===== src/rtl/tier2_ram_arbiter_pkg.sv =====
// Shared definitions for the Tier-2 codeblock buffer RAM arbiter.
package tier2_pkg;

    localparam int WORD_WIDTH_DEF = 18;
    localparam int ADDR_WIDTH_DEF = 14;
    localparam int WAIT_W         = 8;

    // Identifies which requester owns the read currently travelling through the RAM.
    typedef enum logic [1:0] {
        TAG_NONE = 2'd0,
        TAG_RD   = 2'd1,
        TAG_HST  = 2'd2
    } tag_t;

endpackage


===== src/rtl/tier2_ram_arbiter_if.sv =====
// Requester and RAM-side bus of the Tier-2 RAM arbiter.
interface tier2_ram_arbiter_if
    import tier2_pkg::*;
#(
    parameter int WORD_WIDTH = WORD_WIDTH_DEF,
    parameter int ADDR_WIDTH = ADDR_WIDTH_DEF
);
    logic                  wr_req;
    logic [ADDR_WIDTH-1:0] wr_addr;
    logic [WORD_WIDTH-1:0] wr_data;
    logic                  wr_gnt;
    logic                  rd_req;
    logic [ADDR_WIDTH-1:0] rd_addr;
    logic                  rd_gnt;
    logic [WORD_WIDTH-1:0] rd_data;
    logic                  rd_valid;
    logic                  hst_req;
    logic [ADDR_WIDTH-1:0] hst_addr;
    logic                  hst_gnt;
    logic [WORD_WIDTH-1:0] hst_data;
    logic                  hst_valid;
    logic                  ram_en;
    logic                  ram_we;
    logic [ADDR_WIDTH-1:0] ram_addr;
    logic [WORD_WIDTH-1:0] ram_wdata;
    logic [WORD_WIDTH-1:0] ram_rdata;

    // Requesters and the RAM macro.
    modport master (
        output wr_req, wr_addr, wr_data, rd_req, rd_addr, hst_req, hst_addr, ram_rdata,
        input  wr_gnt, rd_gnt, rd_data, rd_valid, hst_gnt, hst_data, hst_valid,
        input  ram_en, ram_we, ram_addr, ram_wdata
    );

    // The arbiter.
    modport slave (
        input  wr_req, wr_addr, wr_data, rd_req, rd_addr, hst_req, hst_addr, ram_rdata,
        output wr_gnt, rd_gnt, rd_data, rd_valid, hst_gnt, hst_data, hst_valid,
        output ram_en, ram_we, ram_addr, ram_wdata
    );

endinterface


===== src/rtl/tier2_ram_arbiter_age.sv =====
// Per-requester saturating wait counter; flags starvation once it reaches MAX_WAIT.
module tier2_arb_age
    import tier2_pkg::*;
#(
    parameter int MAX_WAIT = 15
) (
    input  logic clk,
    input  logic rst,
    input  logic clear,
    input  logic req,
    input  logic gnt,
    output logic starved
);

    localparam logic [WAIT_W-1:0] SAT = WAIT_W'(MAX_WAIT);

    logic [WAIT_W-1:0] wait_cnt;

    // Count consecutive lost cycles; a grant, a dropped request or a flush restarts the count.
    always_ff @(posedge clk or negedge rst) begin
        if (!rst) begin
            wait_cnt <= '0;
        end else if (clear || !req || gnt) begin
            wait_cnt <= '0;
        end else if (wait_cnt != SAT) begin
            wait_cnt <= wait_cnt + 1'b1;
        end
    end

    assign starved = (wait_cnt == SAT);

endmodule


===== src/rtl/tier2_ram_arbiter.sv =====
// Single-port arbiter for the Tier-2 codeblock buffer RAM: writer, codestream reader, host.
module tier2_ram_arbiter
    import tier2_pkg::*;
#(
    parameter int WORD_WIDTH = WORD_WIDTH_DEF,
    parameter int ADDR_WIDTH = ADDR_WIDTH_DEF,
    parameter int MAX_WAIT   = 15
) (
    input  logic                clk,
    input  logic                rst,
    input  logic                clear,
    tier2_ram_arbiter_if.slave  bus
);

    logic                  rd_starved;
    logic                  hst_starved;
    logic                  wr_win;
    logic                  rd_win;
    logic                  hst_win;
    logic                  ram_en_p1;
    logic                  ram_we_p1;
    logic [ADDR_WIDTH-1:0] ram_addr_p1;
    logic [WORD_WIDTH-1:0] ram_wdata_p1;
    tag_t                  tag_p1;
    tag_t                  tag_p2;
    logic [WORD_WIDTH-1:0] rd_hold;
    logic [WORD_WIDTH-1:0] hst_hold;

    tier2_arb_age #(.MAX_WAIT(MAX_WAIT)) u_rd_age (
        .clk     (clk),
        .rst     (rst),
        .clear   (clear),
        .req     (bus.rd_req),
        .gnt     (rd_win),
        .starved (rd_starved)
    );

    tier2_arb_age #(.MAX_WAIT(MAX_WAIT)) u_hst_age (
        .clk     (clk),
        .rst     (rst),
        .clear   (clear),
        .req     (bus.hst_req),
        .gnt     (hst_win),
        .starved (hst_starved)
    );

    // Pick one winner: starved rd, then starved hst, then base order wr > rd > hst.
    always_comb begin
        wr_win  = 1'b0;
        rd_win  = 1'b0;
        hst_win = 1'b0;
        if (rst && !clear) begin
            if (bus.rd_req && rd_starved)        rd_win  = 1'b1;
            else if (bus.hst_req && hst_starved) hst_win = 1'b1;
            else if (bus.wr_req)                 wr_win  = 1'b1;
            else if (bus.rd_req)                 rd_win  = 1'b1;
            else if (bus.hst_req)                hst_win = 1'b1;
        end
    end

    assign bus.wr_gnt  = wr_win;
    assign bus.rd_gnt  = rd_win;
    assign bus.hst_gnt = hst_win;

    // Stage p1: launch the granted access onto the RAM port and tag reads with their owner.
    // Stage p2: the tag follows the RAM's one-cycle read latency.
    always_ff @(posedge clk or negedge rst) begin
        if (!rst) begin
            ram_en_p1    <= 1'b0;
            ram_we_p1    <= 1'b0;
            ram_addr_p1  <= '0;
            ram_wdata_p1 <= '0;
            tag_p1       <= TAG_NONE;
            tag_p2       <= TAG_NONE;
        end else if (clear) begin
            ram_en_p1 <= 1'b0;
            ram_we_p1 <= 1'b0;
            tag_p1    <= TAG_NONE;
            tag_p2    <= TAG_NONE;
        end else begin
            ram_en_p1 <= wr_win | rd_win | hst_win;
            ram_we_p1 <= wr_win;
            if (wr_win) begin
                ram_addr_p1  <= bus.wr_addr;
                ram_wdata_p1 <= bus.wr_data;
            end else if (rd_win) begin
                ram_addr_p1  <= bus.rd_addr;
            end else if (hst_win) begin
                ram_addr_p1  <= bus.hst_addr;
            end
            tag_p1 <= rd_win ? TAG_RD : (hst_win ? TAG_HST : TAG_NONE);
            tag_p2 <= tag_p1;
        end
    end

    // Remember the last word delivered to each reader so the data outputs hold between pulses.
    always_ff @(posedge clk or negedge rst) begin
        if (!rst) begin
            rd_hold  <= '0;
            hst_hold <= '0;
        end else begin
            if (tag_p2 == TAG_RD)  rd_hold  <= bus.ram_rdata;
            if (tag_p2 == TAG_HST) hst_hold <= bus.ram_rdata;
        end
    end

    assign bus.ram_en    = ram_en_p1;
    assign bus.ram_we    = ram_we_p1;
    assign bus.ram_addr  = ram_addr_p1;
    assign bus.ram_wdata = ram_wdata_p1;
    assign bus.rd_valid  = (tag_p2 == TAG_RD);
    assign bus.hst_valid = (tag_p2 == TAG_HST);
    assign bus.rd_data   = (tag_p2 == TAG_RD)  ? bus.ram_rdata : rd_hold;
    assign bus.hst_data  = (tag_p2 == TAG_HST) ? bus.ram_rdata : hst_hold;

endmodule


===== src/flat_wrapper.sv =====
// flat-port wrapper written by rule: the top's interface ports become plain ports
module tier2_ram_arbiter_flat import tier2_pkg::*;
#(
    parameter int WORD_WIDTH = WORD_WIDTH_DEF,
    parameter int ADDR_WIDTH = ADDR_WIDTH_DEF,
    parameter int MAX_WAIT   = 15
)
  (clk, rst, clear, bus_wr_req, bus_wr_addr, bus_wr_data, bus_rd_req, bus_rd_addr, bus_hst_req, bus_hst_addr, bus_ram_rdata, bus_wr_gnt, bus_rd_gnt, bus_rd_data, bus_rd_valid, bus_hst_gnt, bus_hst_data, bus_hst_valid, bus_ram_en, bus_ram_we, bus_ram_addr, bus_ram_wdata);
  tier2_ram_arbiter_if #(.WORD_WIDTH(WORD_WIDTH), .ADDR_WIDTH(ADDR_WIDTH)) bus_i ();
  input  logic clk;
  input  logic rst;
  input  logic clear;
  input wire logic [$bits(bus_i.wr_req)-1:0] bus_wr_req;
  input wire logic [$bits(bus_i.wr_addr)-1:0] bus_wr_addr;
  input wire logic [$bits(bus_i.wr_data)-1:0] bus_wr_data;
  input wire logic [$bits(bus_i.rd_req)-1:0] bus_rd_req;
  input wire logic [$bits(bus_i.rd_addr)-1:0] bus_rd_addr;
  input wire logic [$bits(bus_i.hst_req)-1:0] bus_hst_req;
  input wire logic [$bits(bus_i.hst_addr)-1:0] bus_hst_addr;
  input wire logic [$bits(bus_i.ram_rdata)-1:0] bus_ram_rdata;
  output wire logic [$bits(bus_i.wr_gnt)-1:0] bus_wr_gnt;
  output wire logic [$bits(bus_i.rd_gnt)-1:0] bus_rd_gnt;
  output wire logic [$bits(bus_i.rd_data)-1:0] bus_rd_data;
  output wire logic [$bits(bus_i.rd_valid)-1:0] bus_rd_valid;
  output wire logic [$bits(bus_i.hst_gnt)-1:0] bus_hst_gnt;
  output wire logic [$bits(bus_i.hst_data)-1:0] bus_hst_data;
  output wire logic [$bits(bus_i.hst_valid)-1:0] bus_hst_valid;
  output wire logic [$bits(bus_i.ram_en)-1:0] bus_ram_en;
  output wire logic [$bits(bus_i.ram_we)-1:0] bus_ram_we;
  output wire logic [$bits(bus_i.ram_addr)-1:0] bus_ram_addr;
  output wire logic [$bits(bus_i.ram_wdata)-1:0] bus_ram_wdata;
  assign bus_i.wr_req = bus_wr_req;
  assign bus_i.wr_addr = bus_wr_addr;
  assign bus_i.wr_data = bus_wr_data;
  assign bus_i.rd_req = bus_rd_req;
  assign bus_i.rd_addr = bus_rd_addr;
  assign bus_i.hst_req = bus_hst_req;
  assign bus_i.hst_addr = bus_hst_addr;
  assign bus_i.ram_rdata = bus_ram_rdata;
  assign bus_wr_gnt = bus_i.wr_gnt;
  assign bus_rd_gnt = bus_i.rd_gnt;
  assign bus_rd_data = bus_i.rd_data;
  assign bus_rd_valid = bus_i.rd_valid;
  assign bus_hst_gnt = bus_i.hst_gnt;
  assign bus_hst_data = bus_i.hst_data;
  assign bus_hst_valid = bus_i.hst_valid;
  assign bus_ram_en = bus_i.ram_en;
  assign bus_ram_we = bus_i.ram_we;
  assign bus_ram_addr = bus_i.ram_addr;
  assign bus_ram_wdata = bus_i.ram_wdata;
  tier2_ram_arbiter #(.WORD_WIDTH(WORD_WIDTH), .ADDR_WIDTH(ADDR_WIDTH), .MAX_WAIT(MAX_WAIT)) u_core (.clk(clk), .rst(rst), .clear(clear), .bus(bus_i));
endmodule

===== config.mk =====
export PLATFORM = sky130hd
export DESIGN_NAME = tier2_ram_arbiter_flat
export DESIGN_NICKNAME = d
export VERILOG_FILES = /design/src/rtl/tier2_ram_arbiter_pkg.sv /design/src/rtl/tier2_ram_arbiter_if.sv /design/src/rtl/tier2_ram_arbiter_age.sv /design/src/rtl/tier2_ram_arbiter.sv /design/src/flat_wrapper.sv
export SDC_FILE = /design/constraint.sdc
export NUM_CORES = 1
export LEC_CHECK = 0
export CORE_AREA = 5 5 102 104
export DETAILED_ROUTE_END_ITERATION = 8
export DIE_AREA = 0 0 107 109
export GPL_ROUTABILITY_DRIVEN = 0
export PLACE_DENSITY = 0.78
export SLEW_MARGIN = 25
export SYNTH_ARGS = -nofsm -noshare
export SYNTH_HDL_FRONTEND = slang
export SYNTH_SLANG_ARGS = --single-unit

===== constraint.sdc =====
create_clock -name clk -period 2.5 [get_ports clk]
set_input_delay 0.375 -clock clk [delete_from_list [all_inputs] [get_ports clk]]
set_output_delay 0.375 -clock clk [all_outputs]
set_load 0.05 [all_outputs]

==> flow_metrics.env, run 1 <==
export IMPL_synth_area_sq_um=3859
export IMPL_hold_path_end="u_core.bus.ram_wdata[3]"
export IMPL_synth_area_top_cells="dfrtp_1, mux2_2, nand2_1"
export IMPL_grt_usage_pct=17.45
export IMPL_fmax_mhz=413.4
export IMPL_p_leak_uw=0.002703
export IMPL_vias=3123
export IMPL_n_antenna_cell=0
export IMPL_finalSetupViolCount=0
export IMPL_fp_coreArea_sq_um=9459
export IMPL_synth_net_count=418
export IMPL_grt_pass1_wl_mm=15.97
export IMPL_grt_ovfl_total=0
export IMPL_clkSinkCount=90
export IMPL_path_clk_slew_ns=0.08
export IMPL_final_core_util_pct=60.95
export IMPL_synth_distinct_cells=42
export IMPL_drc=0
export IMPL_cts_root_buffer="clkbuf_8"
export IMPL_hold_violations=0
export IMPL_slew_headroom_pct=41.15
export IMPL_cp_slowest_cell="dfrtp_1"
export IMPL_crit_path_max_incr_delay_ns=0.41
export IMPL_maxCapViolations=0
export IMPL_cp_arrival_ns=2.04
export IMPL_synth_seq_cells=90
export IMPL_die_width_microns=107
export IMPL_finalPower_uw=4374
export IMPL_grt_max_degree=71
export IMPL_yosys_area_top_type_share_pct=58.37
export IMPL_place_area_sq_um=5533
export IMPL_fin_crit_ns=2.419
export IMPL_hp_class="reg2reg"
export IMPL_antenna_found_initial=0
export IMPL_clock_latency_ns=0.35
export IMPL_status="finished, final reports clean"
export IMPL_area_growth_pct=49.42
export IMPL_place_inst=600
export IMPL_hold_depth=2
export IMPL_viasPerCell=5.021
export IMPL_yosys_most_used_dff="dfrtp_1"
export IMPL_syn_inst=332
export IMPL_synth_edf_count=0
export IMPL_drive_gt1_share_pct=24.80
export IMPL_reg2reg_to="u_core.bus.ram_addr[2]"
export IMPL_nets=590
export IMPL_drtAntennaViolNets=0
export IMPL_synthArstFlopShare_pct=100.0
export IMPL_crit_chain="ha_1, and3_2, and3_1, a211o_2, inv_2, buf_12"
export IMPL_firstDrtPassIters=4
export IMPL_timing_critical_path_fanout_max=7
export IMPL_irDropWorstVdd_v=0.0003106
export IMPL_critical_path_class="reg2out"
export IMPL_tns_ns=0
export IMPL_drt_wirelength_per_cell_microns=16.31
export IMPL_drt_iter0_markers=141
export IMPL_worstSetupStartpointType="flip-flop"
export IMPL_end_kind="output port"
export IMPL_place_hpwl_mm=7.596
export IMPL_routed_wl_mm=10.15
export IMPL_start_util_pct=40.79
export IMPL_worst_pin_slew_ns=0.8827
export IMPL_hp_start="u_core.bus.ram_wdata[3]"
export IMPL_fin_crit_sh_pct=96.75
export IMPL_tritoncts="built"
export IMPL_yosysTopAreaCell="dfrtp_1"
export IMPL_ys_seq_area_share_pct=58.37
export IMPL_yosys_warnings=0
export IMPL_cts_buffer_depth=2
export IMPL_io_pins=159
export IMPL_drv_slew=0
export IMPL_rrSetupSlack_ns=0.38
export IMPL_finClkSkew_ns=0.009867
export IMPL_io_buffer_count=158
export IMPL_reg2reg_depth=6
export IMPL_rows=36
export IMPL_numCtsBuffers=9
export IMPL_reg2reg_from="u_core.u_hst_age.wait_cnt[0]"
export IMPL_die_h_microns=109
export IMPL_first_global_vias=3124
export IMPL_synth_area_per_cell_sq_um=11.62
export IMPL_fp_dieArea_sq_um=11660
export IMPL_instances_no_fill=622
export IMPL_stdcell_area_sq_um=5766
export IMPL_powerDensity_nw_per_um2=758.7
export IMPL_ctsHtreeMaxLevel=3
export IMPL_critPathRequiredTime_ns=2.12
through the flow:
step | setup slack, ns | hold slack (ns)
floorplan | 0.06768 | 0.07941
global placement | 0.4086 | 0.3906
detailed placement | 0.3463 | 0.3903
CTS | 0.01040 | 0.4829
global route | -0.005362 | 0.5097
finish | 0.08122 | 0.4811
worst max-delay path, delay by kind of cell, from the launching register on:
family | cells | cell delay [ns]
fa+ha+maj | 1 | 0.23
buf+inv | 2 | 0.25
simple gates | 2 | 0.46
compound gates | 1 | 0.34
flops | 1 | 0.41
metal layers:
metal | track usage [%] | part of all wire, % | up-vias
li1 | - | - | 1481
met1 | 23.02 | 42 | 1493
met2 | 28.19 | 48 | 139
met3 | 5.269 | 8.5 | 10
met4 | 4.749 | 1.0 | 0
met5 | 0 | 0 | -
cells by family after synthesis:
logic type / share of synthesized area (%)
AOI/OAI and AO/OA: 5.739
xor gates and xnor gates: 2.043
adders and majority gates: 0.6484
buffers and inverters: 2.885
DFF: 58.37
muxes: 14.14
and+or+nand+nor: 16.18
what timing repair did:
action | in CTS | in global routing
endpoints found under the hold margin | 11 | 0
pin swaps | 1 | 1
hold buffers | 1 | 0
setup buffers | 2 | 4
gates resized for setup | 1 | 2
setup endpoints to repair | 1 | 2
cells in the mapped netlist, types with 2 or more instances:
| master | n |
|---|---|
| dfrtp_1 | 90 |
| nand2_1 | 77 |
| mux2_2 | 36 |
| nand3_1 | 17 |
| mux2i_1 | 14 |
| o211ai_1 | 14 |
| nor2_1 | 13 |
| clkbuf_1 | 6 |
| inv_1 | 6 |
| buf_2 | 5 |
| xor2_1 | 5 |
| and3_1 | 4 |
| nor2b_1 | 4 |
| xnor2_1 | 4 |
| a21oi_1 | 3 |
| a31oi_1 | 3 |
| and3_2 | 2 |
| and4_1 | 2 |
| ha_1 | 2 |
| nand4_1 | 2 |
| nor3_2 | 2 |
cells in the final DEF, fill, tap and decap left out, types with 3 or more instances in the layout:
cell type,netlist,final
inv_1,6,6
and3_2,2,3
nand3_1,17,16
buf_12,0,4
mux2i_1,14,14
clkdlybuf4s50_1,0,116
o211ai_1,14,14
nor2b_1,4,3
xnor2_1,4,4
clkbuf_8,0,11
buf_4,1,55
nand2_1,77,77
and3_1,4,3
mux2_2,36,36
nor2_1,13,13
a21oi_1,3,3
xor2_1,5,5
dfrtp_1,90,90
a31oi_1,3,3
layout make-up:
cell class	count	area (sq um)
multi-input combinational	220	1509
fill	736	3694
sequential	90	2252
tap	114	142.6
timing repair buffer	176	1664
inverter	7	26.28
clock inverter	2	12.51
clock buffer	13	158.9
power breakdown:
group          internal, uW  switching (uW)
clock                   410             485
combinational           598            1130
sequential             1670            81.7
total                  2680            1690
flip-flops by register name, summed over array words and instances, names as in the netlist:
signal / cells
u_core.bus.ram_we: 1
u_core.bus.ram_addr: 14
u_core.tag_p2: 2
u_core.bus.ram_wdata: 18
u_core.u_rd_age.wait_cnt: 8
u_core.bus.ram_en: 1
u_core.tag_p1: 2
u_core.hst_hold: 18
u_core.rd_hold: 18
u_core.u_hst_age.wait_cnt: 8
how the worst max path moves through the flow:
stage	startpoint	to
3_3_place_gp	clear	u_core.bus.ram_addr[7]
5_1_grt	u_core.u_hst_age.wait_cnt[0]	bus_wr_gnt
6_report	u_core.u_hst_age.wait_cnt[0]	bus_wr_gnt
3_5_place_dp	u_core.u_hst_age.wait_cnt[0]	u_core.bus.ram_addr[2]
2_1_floorplan	u_core.tag_p2[1]	bus_rd_data[10]
4_1_cts	u_core.u_hst_age.wait_cnt[0]	bus_wr_gnt
No activity file was read; power rests on OpenSTA's default activity.
==> run 2: changes to the inputs <==
--- a/config.mk
+++ b/config.mk
@@ -10,6 +10,7 @@
 export DIE_AREA = 0 0 107 109
 export GPL_ROUTABILITY_DRIVEN = 0
 export PLACE_DENSITY = 0.78
+export SKIP_LAST_GASP = 1
 export SLEW_MARGIN = 25
 export SYNTH_ARGS = -nofsm -noshare
 export SYNTH_HDL_FRONTEND = slang
==> results of run 2 <==
Same layout as run 1: the final DEF is identical, and so are final timing and power.
